[config.mk]
export PLATFORM = sky130hd
export DESIGN_NAME = sprite_scroll_engine_flat
export DESIGN_NICKNAME = d
export VERILOG_FILES = /design/src/rtl/pokemon_pkg.sv /design/src/rtl/sprite_scroll_engine_if.sv /design/src/rtl/sprite_anim_fsm.sv /design/src/rtl/sprite_scroll_engine.sv /design/src/flat_wrapper.sv
export SDC_FILE = /design/constraint.sdc
export NUM_CORES = 1
export LEC_CHECK = 0
export CAP_MARGIN = 20
export CORE_UTILIZATION = 37
export CTS_CLUSTER_DIAMETER = 80
export CTS_CLUSTER_SIZE = 30
export DETAILED_ROUTE_END_ITERATION = 6
export MAX_ROUTING_LAYER = met4
export SLEW_MARGIN = 20
export SYNTH_ARGS = -nofsm -noshare
export SYNTH_HDL_FRONTEND = slang
export SYNTH_HIERARCHICAL = 1
export SYNTH_SLANG_ARGS = --single-unit
[constraint.sdc]
create_clock -name Clk -period 7.4 [get_ports Clk]
set_clock_uncertainty 0.15 [all_clocks]
set_input_delay 1.48 -clock Clk [delete_from_list [all_inputs] [get_ports Clk]]
set_output_delay 1.48 -clock Clk [all_outputs]
set_load 0.02 [all_outputs]
[src/rtl/pokemon_pkg.sv]
// pokemon_pkg: shared direction/phase types and the 23-entry colour palette
package pokemon_pkg;
  typedef enum logic [1:0] {DIR_UP, DIR_RIGHT, DIR_DOWN, DIR_LEFT} dir_t;
  typedef enum logic [1:0] {REST1, M1, REST2, M2} anim_phase_t;
  localparam int PALETTE_N = 23;
  localparam logic [23:0] PALETTE [PALETTE_N] = '{
    24'h800080, 24'h101010, 24'hF83800, 24'hF0D0B0, 24'h503000, 24'hF8F8F8,
    24'hE8E8E8, 24'h3CBCFC, 24'h0058F8, 24'h00A800, 24'hB8F818, 24'h005800,
    24'hF8B800, 24'hAC7C00, 24'hD82800, 24'h7C7C7C, 24'hBCBCBC, 24'h6888FC,
    24'hF878F8, 24'h58D854, 24'hA4E4FC, 24'hFCE0A8, 24'h000088
  };
endpackage

[src/rtl/sprite_scroll_engine_if.sv]
// sprite_scroll_engine_if: read bus to the map and sprite-sheet ROMs
interface sprite_scroll_engine_if;
  logic [16:0] map_addr;
  logic [16:0] spr_addr;
  logic [4:0] map_idx;
  logic [4:0] spr_idx;
  modport master(output map_addr, spr_addr, input map_idx, spr_idx);
  modport slave(input map_addr, spr_addr, output map_idx, spr_idx);
endinterface

[src/rtl/sprite_anim_fsm.sv]
// sprite_anim_fsm: step divider, facing/walk-phase FSM and clamped camera
module sprite_anim_fsm
  import pokemon_pkg::*;
#(
  parameter int MAP_W = 320,
  parameter int MAP_H = 240,
  parameter int SCALE_LOG2 = 2,
  parameter int STEP_DIV = 1,
  parameter int CAM_X_RST = 100,
  parameter int CAM_Y_RST = 100
) (
  input  logic Clk,
  input  logic Reset,
  input  logic frame_start,
  input  logic moving,
  input  logic [1:0] direction,
  output logic [10:0] cam_x,
  output logic [10:0] cam_y,
  output dir_t facing,
  output anim_phase_t phase,
  output logic blocked
);
  localparam int MAX_X = (MAP_W << SCALE_LOG2) - 640;
  localparam int MAX_Y = (MAP_H << SCALE_LOG2) - 480;
  logic [15:0] step_cnt;
  logic tick, at_edge;
  logic [10:0] cam_x_nxt, cam_y_nxt;
  dir_t dir;
  assign dir = dir_t'(direction);
  assign tick = frame_start && step_cnt == 16'(STEP_DIV - 1);
  // edge test and one-pixel move target in the current facing direction
  always_comb begin
    at_edge = facing == DIR_UP ? cam_y == 11'd0 :
              facing == DIR_RIGHT ? cam_x == 11'(MAX_X) :
              facing == DIR_DOWN ? cam_y == 11'(MAX_Y) : cam_x == 11'd0;
    cam_x_nxt = facing == DIR_RIGHT ? cam_x + 11'd1 : facing == DIR_LEFT ? cam_x - 11'd1 : cam_x;
    cam_y_nxt = facing == DIR_DOWN ? cam_y + 11'd1 : facing == DIR_UP ? cam_y - 11'd1 : cam_y;
  end
  // state only changes on a step tick so it is frame-stable
  always_ff @(posedge Clk) begin
    if (Reset) begin
      cam_x <= 11'(CAM_X_RST);
      cam_y <= 11'(CAM_Y_RST);
      facing <= DIR_UP;
      phase <= REST1;
      step_cnt <= '0;
      blocked <= 1'b0;
    end else if (frame_start) begin
      step_cnt <= tick ? '0 : step_cnt + 16'd1;
      if (tick) begin
        blocked <= 1'b0;
        if (!moving) phase <= REST1;
        else if (dir != facing) begin
          facing <= dir;
          phase <= REST1;
        end else begin
          phase <= anim_phase_t'(phase + 2'd1);
          blocked <= at_edge;
          if (!at_edge) begin
            cam_x <= cam_x_nxt;
            cam_y <= cam_y_nxt;
          end
        end
      end
    end
  end
endmodule

[src/rtl/sprite_scroll_engine.sv]
// sprite_scroll_engine: scrolled tile map with colour-keyed animated sprite, registered RGB
module sprite_scroll_engine
  import pokemon_pkg::*;
#(
  parameter int MAP_W = 320,
  parameter int MAP_H = 240,
  parameter int SCALE_LOG2 = 2,
  parameter int SPR_W = 19,
  parameter int SPR_H = 29,
  parameter int SHEET_W = 228,
  parameter int SPR_X0 = 311,
  parameter int SPR_Y0 = 340,
  parameter int STEP_DIV = 1,
  parameter int KEY_IDX = 6,
  parameter int CAM_X_RST = 100,
  parameter int CAM_Y_RST = 100
) (
  input  logic Clk,
  input  logic Reset,
  input  logic frame_start,
  input  logic moving,
  input  logic [1:0] direction,
  input  logic [9:0] DrawX,
  input  logic [9:0] DrawY,
  sprite_scroll_engine_if.master rom,
  output logic [7:0] Red,
  output logic [7:0] Green,
  output logic [7:0] Blue,
  output logic [10:0] cam_x,
  output logic [10:0] cam_y,
  output logic [1:0] facing,
  output logic blocked
);
  dir_t facing_q;
  anim_phase_t phase;
  logic in_box, in_box_q;
  logic [19:0] mx, my, sx, sy, col;
  logic [4:0] pix_idx;
  assign facing = facing_q;
  sprite_anim_fsm #(
    .MAP_W(MAP_W), .MAP_H(MAP_H), .SCALE_LOG2(SCALE_LOG2),
    .STEP_DIV(STEP_DIV), .CAM_X_RST(CAM_X_RST), .CAM_Y_RST(CAM_Y_RST)
  ) u_fsm (
    .Clk(Clk), .Reset(Reset), .frame_start(frame_start), .moving(moving),
    .direction(direction), .cam_x(cam_x), .cam_y(cam_y), .facing(facing_q),
    .phase(phase), .blocked(blocked)
  );
  // C0 address generation and C2 colour-key select
  always_comb begin
    mx = (20'(DrawX) + 20'(cam_x)) >> SCALE_LOG2;
    my = (20'(DrawY) + 20'(cam_y)) >> SCALE_LOG2;
    in_box = DrawX >= 10'(SPR_X0) && DrawX < 10'(SPR_X0 + SPR_W) &&
             DrawY >= 10'(SPR_Y0) && DrawY < 10'(SPR_Y0 + SPR_H);
    sx = 20'(DrawX) - 20'(SPR_X0);
    sy = 20'(DrawY) - 20'(SPR_Y0);
    col = 20'(((facing_q == DIR_DOWN ? 0 : facing_q == DIR_LEFT ? 3 : facing_q == DIR_UP ? 6 : 9) +
               (phase == M1 ? 0 : phase == M2 ? 2 : 1)) * SPR_W);
    rom.map_addr = 17'(my * 20'(MAP_W) + mx);
    rom.spr_addr = in_box ? 17'(sy * 20'(SHEET_W) + sx + col) : '0;
    pix_idx = in_box_q && rom.spr_idx != 5'(KEY_IDX) ? rom.spr_idx : rom.map_idx;
  end
  // align in_box with ROM data, then register the palette colour
  always_ff @(posedge Clk) begin
    if (Reset) begin
      in_box_q <= 1'b0;
      {Red, Green, Blue} <= '0;
    end else begin
      in_box_q <= in_box;
      {Red, Green, Blue} <= pix_idx < 5'(PALETTE_N) ? PALETTE[pix_idx] : 24'd0;
    end
  end
endmodule
[src/flat_wrapper.sv]
// flat-port wrapper written by rule: the top's interface ports become plain ports
module sprite_scroll_engine_flat import pokemon_pkg::*;
#(
  parameter int MAP_W = 320,
  parameter int MAP_H = 240,
  parameter int SCALE_LOG2 = 2,
  parameter int SPR_W = 19,
  parameter int SPR_H = 29,
  parameter int SHEET_W = 228,
  parameter int SPR_X0 = 311,
  parameter int SPR_Y0 = 340,
  parameter int STEP_DIV = 1,
  parameter int KEY_IDX = 6,
  parameter int CAM_X_RST = 100,
  parameter int CAM_Y_RST = 100
)
  (Clk, Reset, frame_start, moving, direction, DrawX, DrawY, Red, Green, Blue, cam_x, cam_y, facing, blocked, rom_map_addr, rom_spr_addr, rom_map_idx, rom_spr_idx);
  sprite_scroll_engine_if rom_i ();
  input  logic Clk;
  input  logic Reset;
  input  logic frame_start;
  input  logic moving;
  input  logic [1:0] direction;
  input  logic [9:0] DrawX;
  input  logic [9:0] DrawY;
  output logic [7:0] Red;
  output logic [7:0] Green;
  output logic [7:0] Blue;
  output logic [10:0] cam_x;
  output logic [10:0] cam_y;
  output logic [1:0] facing;
  output logic blocked;
  output wire logic [$bits(rom_i.map_addr)-1:0] rom_map_addr;
  output wire logic [$bits(rom_i.spr_addr)-1:0] rom_spr_addr;
  input wire logic [$bits(rom_i.map_idx)-1:0] rom_map_idx;
  input wire logic [$bits(rom_i.spr_idx)-1:0] rom_spr_idx;
  assign rom_map_addr = rom_i.map_addr;
  assign rom_spr_addr = rom_i.spr_addr;
  assign rom_i.map_idx = rom_map_idx;
  assign rom_i.spr_idx = rom_spr_idx;
  sprite_scroll_engine #(.MAP_W(MAP_W), .MAP_H(MAP_H), .SCALE_LOG2(SCALE_LOG2), .SPR_W(SPR_W), .SPR_H(SPR_H), .SHEET_W(SHEET_W), .SPR_X0(SPR_X0), .SPR_Y0(SPR_Y0), .STEP_DIV(STEP_DIV), .KEY_IDX(KEY_IDX), .CAM_X_RST(CAM_X_RST), .CAM_Y_RST(CAM_Y_RST)) u_core (.Clk(Clk), .Reset(Reset), .frame_start(frame_start), .moving(moving), .direction(direction), .DrawX(DrawX), .DrawY(DrawY), .rom(rom_i), .Red(Red), .Green(Green), .Blue(Blue), .cam_x(cam_x), .cam_y(cam_y), .facing(facing), .blocked(blocked));
endmodule
==> results.md <==
Logic synthesis:
- In the synthesized netlist the dominant register cell turns out to be sky130_fd_sc_hd__dfxtp_1.
- Summing the sequential cell areas from Yosys gives between 10% and 20% of the chip area.
- The synthesized netlist devotes between 10% and 20% of its cell area to compound gates.
- The share of the synthesized area in the top cell type is a little over a fifth.
- The synthesized design contains 0 enable-type register cells.
- The post-synthesis instance area is a little over 8000 um^2.
- The gate count after technology mapping is approximately 1,000.
- The post-synthesis cell type with the largest combined area is sky130_fd_sc_hd__ha_1.
- The count of synthesis-stage warnings from yosys is 6.
- The dominant combinational cell family by area after synthesis is adder cells.
- The proportion of register bits with asynchronous set or reset after synthesis is 0%.
- The number of distinct standard cells referenced by the synthesized netlist is between 80 and 90.
- The synthesized netlist devotes around 18% of its cell area to simple gates.
- After Yosys synthesis, full adders, half adders and majority gates account for between 20 and 30% of the synthesized area.
- Sorting the synthesized cells by area gives the leading types as sky130_fd_sc_hd__ha_1 (21%), sky130_fd_sc_hd__dfxtp_1 (15%), sky130_fd_sc_hd__xnor2_1 (6.7%), sky130_fd_sc_hd__fa_1 (6.3%), sky130_fd_sc_hd__nor2_1 (5.0%).
- Of the total synthesized cell area, the portion taken by XOR and XNOR cells is 12.8%.
- Multiplexer cells account for about 2.8% of the synthesized area.
- Counting flops and latches in the post-synthesis netlist gives just over 60.
- Averaged over all synthesized cells, the footprint is 8.25 um^2.

STA:
- Setup repair after global routing could not meet its margin everywhere.
- The remaining max-slew budget at the tightest pin is between 20% and 30%.
- Counting I/O delays and the setup requirement, the final critical path takes 7700 ps.
- The number of hold violations in the final report was 0.
- The total of endpoints with negative setup slack in the final report is 3.
- Timing would allow up to ~0.13 GHz.
- Setup slack on the critical path of the routed design comes to -301 ps.
- The actual transition at the worst max-transition pin is 1080 ps.
- The max-slew violation total from the final report is 0.
- Of the available clock period, the critical path in the final layout requires 104%.

Floorplan:
- For this configuration, the core starts out at a cell density of a little under two fifths.
- The placement row count is 54.
- The I/O pin total is around 120.
- The die covers 22,800 um^2.
- From bottom edge to top edge, the die measures between 150 and 200 um.
- The width of the die is 151 um.
- The region available for standard cell placement spans ~22,000 um^2.

GRT:
- For this run the aggregate overflow at the end of global routing stands at 0.
- The aggregate global-route resource usage is a little under a fifth.
- The number of global-route vias before repair is around 7,200.
- The largest net degree at the start of global routing is 33.
- The wire length of the first global-routing pass is roughly 34,000 um.
- The number of antenna violations at the first check in global routing is 0.

Power:
- In this run the power density over the cells is 338 nW/um^2.
- The total leakage power is between 0.005 and 0.006 uW.
- VDD sags by at most approximately 0.38 mV.

Clock tree:
- The level count of the clock H-tree is 3.
- The clock tree from TritonCTS is done.
- After clock tree synthesis, the clock-pin slew on the worst setup and hold paths is roughly 50 ps.
- The master cell of the clock root buffer is sky130_fd_sc_hd__clkbuf_16.
- The total clock sinks is 62.
- The clock insertion delay at the later pin of the skew report is roughly 330 ps.
- Hold repair after CTS inserted 0 buffers.
- The TritonCTS buffer count is 9.
- The number of buffers on the longest clock path is 2.

Finish:
- The library cells used most frequently in the layout, excluding fill and tap cells, are sky130_fd_sc_hd__buf_4 (150), sky130_fd_sc_hd__ha_1 (121), sky130_fd_sc_hd__nor2_1 (106).
- The total of fill cells in the finished design is ~2,100.
- Leaving out fill and tap cells, the most frequent cell in the layout is sky130_fd_sc_hd__buf_4.
- The proportion of layout cells with a drive suffix above 1 is a little under a quarter.
- With fillers left out, the area of the finished cells amounts to 11,400 um^2.
- The area growth from synthesis to layout is 38.9%.
- The final core area utilization is between 50% and 60%.
- The number of antenna diodes in the final layout is 0.
- The number of nets at the end of the flow is 1,443.

Critical path:
- The worst reg-to-reg setup slack is about 4500 ps.
- At the worst endpoint, the arrival time is between 6000 and 7000 ps.
- The endpoint of the worst-slack reg-to-reg timing path is u_core/u_fsm/cam_x[10].
- The launch point of the worst path is DrawY[2].
- The worst register-to-register path begins at u_core/u_fsm/facing[1].
- The startpoint-to-endpoint class of the critical path is primary input to output pin.
- The worst setup path is launched from a primary input.
- Following the worst setup path forward leads to its endpoint at rom_spr_addr[16].
- For the worst setup path, the data required time is just under 6000 ps.
- The kind of end point of the critical path is an output pin.
- For the worst flop-to-flop path, the logic depth is 9.
- The maximum fanout along the worst path is 5.

Routing:
- The detailed-routing iteration count for the pre-antenna-repair pass is 4.
- For this run, design rule violations remaining after detail routing come to 0.
- In the routed layout, each cell is associated on average with a via count of ~5.0.
- After detailed routing, the total wire length is about 21,000 um.
- The via count is just under 8,000.
- In the final routed layout, each cell accounts on average for between 10 and 15 um.
- The residual antenna-violating net count after detailed routing is 0.
- The count of routing violations after the opening detailed-route iteration is between 200 and 300.

Placed design:
- The worst slack at placement is -1400 ps.
- In this run the tool buffered the top-level ports with 112 buffer cells.
- The placer's final routability congestion estimate is ~0.85.
- The placed instances occupy a cell area of between 10,000 and 15,000 um^2.
- The sum of net half-perimeters after detailed placement is between 15,000 and 20,000 um.

Flow run:
- Across the run, the number of max-cap violations was 0.

Run status:
- The checks that failed: negative setup slack.
- The flow ran to the end, but the final reports show violations.

Min path:
- The worst hold-check path type is flip-flop to flip-flop.
synth_stat cells (all sizes together), types with 8 or more instances:
master and number:
ha 139, nor2 111, inv 85, xnor2 65, a21oi 63, dfxtp 62
nand2 59, xor2 48, o21ai 46, fa 26, nand3 22, nor2b 22
nor3 22, mux2i 21, a21o 20, clkbuf 16, buf 15, nand2b 15
a211oi 13, nand4 10, o211ai 10, nor4 9, o21bai 8
area by class of cell:
class                           count  area [um^2]  area share (%)
Multi-Input combinational cell    824         6980            61.1
Timing Repair Buffer              260         2230            19.5
Sequential cell                    62         1240            10.9
Tap cell                          280          350            3.06
Inverter                           85          332            2.90
Clock buffer                        9          225            1.97
Clock inverter                      7         73.8           0.646
worst min-delay path by stage:
stage / from / to / depth (start not counted)
after global placement: u_core/u_fsm/phase[1] / u_core/u_fsm/phase[1] / 2
after CTS: u_core/u_fsm/phase[1] / u_core/u_fsm/phase[1] / 2
after global routing: u_core/u_fsm/phase[1] / u_core/u_fsm/phase[1] / 2
final: u_core/u_fsm/phase[1] / u_core/u_fsm/phase[1] / 2
after floorplan: u_core/u_fsm/phase[1] / u_core/u_fsm/phase[1] / 2
after detailed placement: u_core/u_fsm/phase[1] / u_core/u_fsm/phase[1] / 2
per-layer routing:
metal / vias to the layer above / track usage (%) / part of all wire [%]
met1: 3580 / 24.4 / 48
met3: 13 / 1.96 / 2.8
met2: 121 / 32.5 / 48
li1: 3973 / - / -
met5: - / - / 0
met4: 0 / 4.75 / 1.0
flip-flops by register name (all words and copies together) (netlist names):
| signal | count |
|---|---|
| u_core/u_fsm/cam_y | 11 |
| u_core/Blue | 6 |
| u_core/u_fsm/cam_x | 11 |
| u_core/in_box_q | 1 |
| u_core/u_fsm/step_cnt | 16 |
| u_core/Green | 6 |
| u_core/u_fsm/facing | 2 |
| u_core/u_fsm/phase | 2 |
| u_core/u_fsm/blocked | 1 |
| u_core/Red | 6 |
power by group:
part / internal [uW] / leakage, uW / switching (uW) / total [uW]
clock: 262 / 0.000146 / 163 / 425
sequential: 344 / 0.000504 / 7.58 / 352
combinational: 1660 / 0.00451 / 1420 / 3090
metrics by stage:
step | total power (uW) | std cells | hold WS [ps] | TNS, ps
floorplan | 1990 | 1002 | 307 | -150
global placement | 2830 | 1496 | 329 | -7770
detailed placement | 2860 | 1496 | 347 | -8500
CTS | 3520 | 1518 | 354 | -375
global route | 4220 | 1527 | 406 | -1320
finish | 3860 | 1527 | 355 | -503
cells by family after synthesis:
logic type	Yosys count
fa+ha+maj	169
mux	22
simple gates	301
xor+xnor	114
other cells	1
compound gates	212
buf+inv	116
flops	62
worst max-delay path, stage by stage:
cell,delay [ps]
sky130_fd_sc_hd__buf_8,90
sky130_fd_sc_hd__inv_6,40
sky130_fd_sc_hd__ha_4,170
sky130_fd_sc_hd__nor2b_4,140
sky130_fd_sc_hd__nor2_4,50
sky130_fd_sc_hd__xnor2_2,190
sky130_fd_sc_hd__xor2_1,230
sky130_fd_sc_hd__xor2_1,170
sky130_fd_sc_hd__ha_1,270
sky130_fd_sc_hd__xor2_1,170
sky130_fd_sc_hd__ha_1,330
sky130_fd_sc_hd__ha_4,300
sky130_fd_sc_hd__nand3_2,60
sky130_fd_sc_hd__o211ai_1,240
sky130_fd_sc_hd__nor2_1,80
sky130_fd_sc_hd__xnor2_1,130
sky130_fd_sc_hd__ha_1,300
sky130_fd_sc_hd__ha_4,220
sky130_fd_sc_hd__nor2b_4,120
sky130_fd_sc_hd__or3_1,310
sky130_fd_sc_hd__a41o_1,250
sky130_fd_sc_hd__a41oi_2,180
sky130_fd_sc_hd__xnor2_1,160
sky130_fd_sc_hd__xnor2_1,150
sky130_fd_sc_hd__nor2_2,50
sky130_fd_sc_hd__buf_6,160
timing repair:
| item | in CTS | in global routing |
|---|---|---|
| setup endpoints to repair | 14 | 14 |
| buffers inserted | 6 | 11 |
| pin swaps | 35 | 51 |
| resized for setup | 106 | 58 |
No activity file was read; power rests on OpenSTA's default activity.
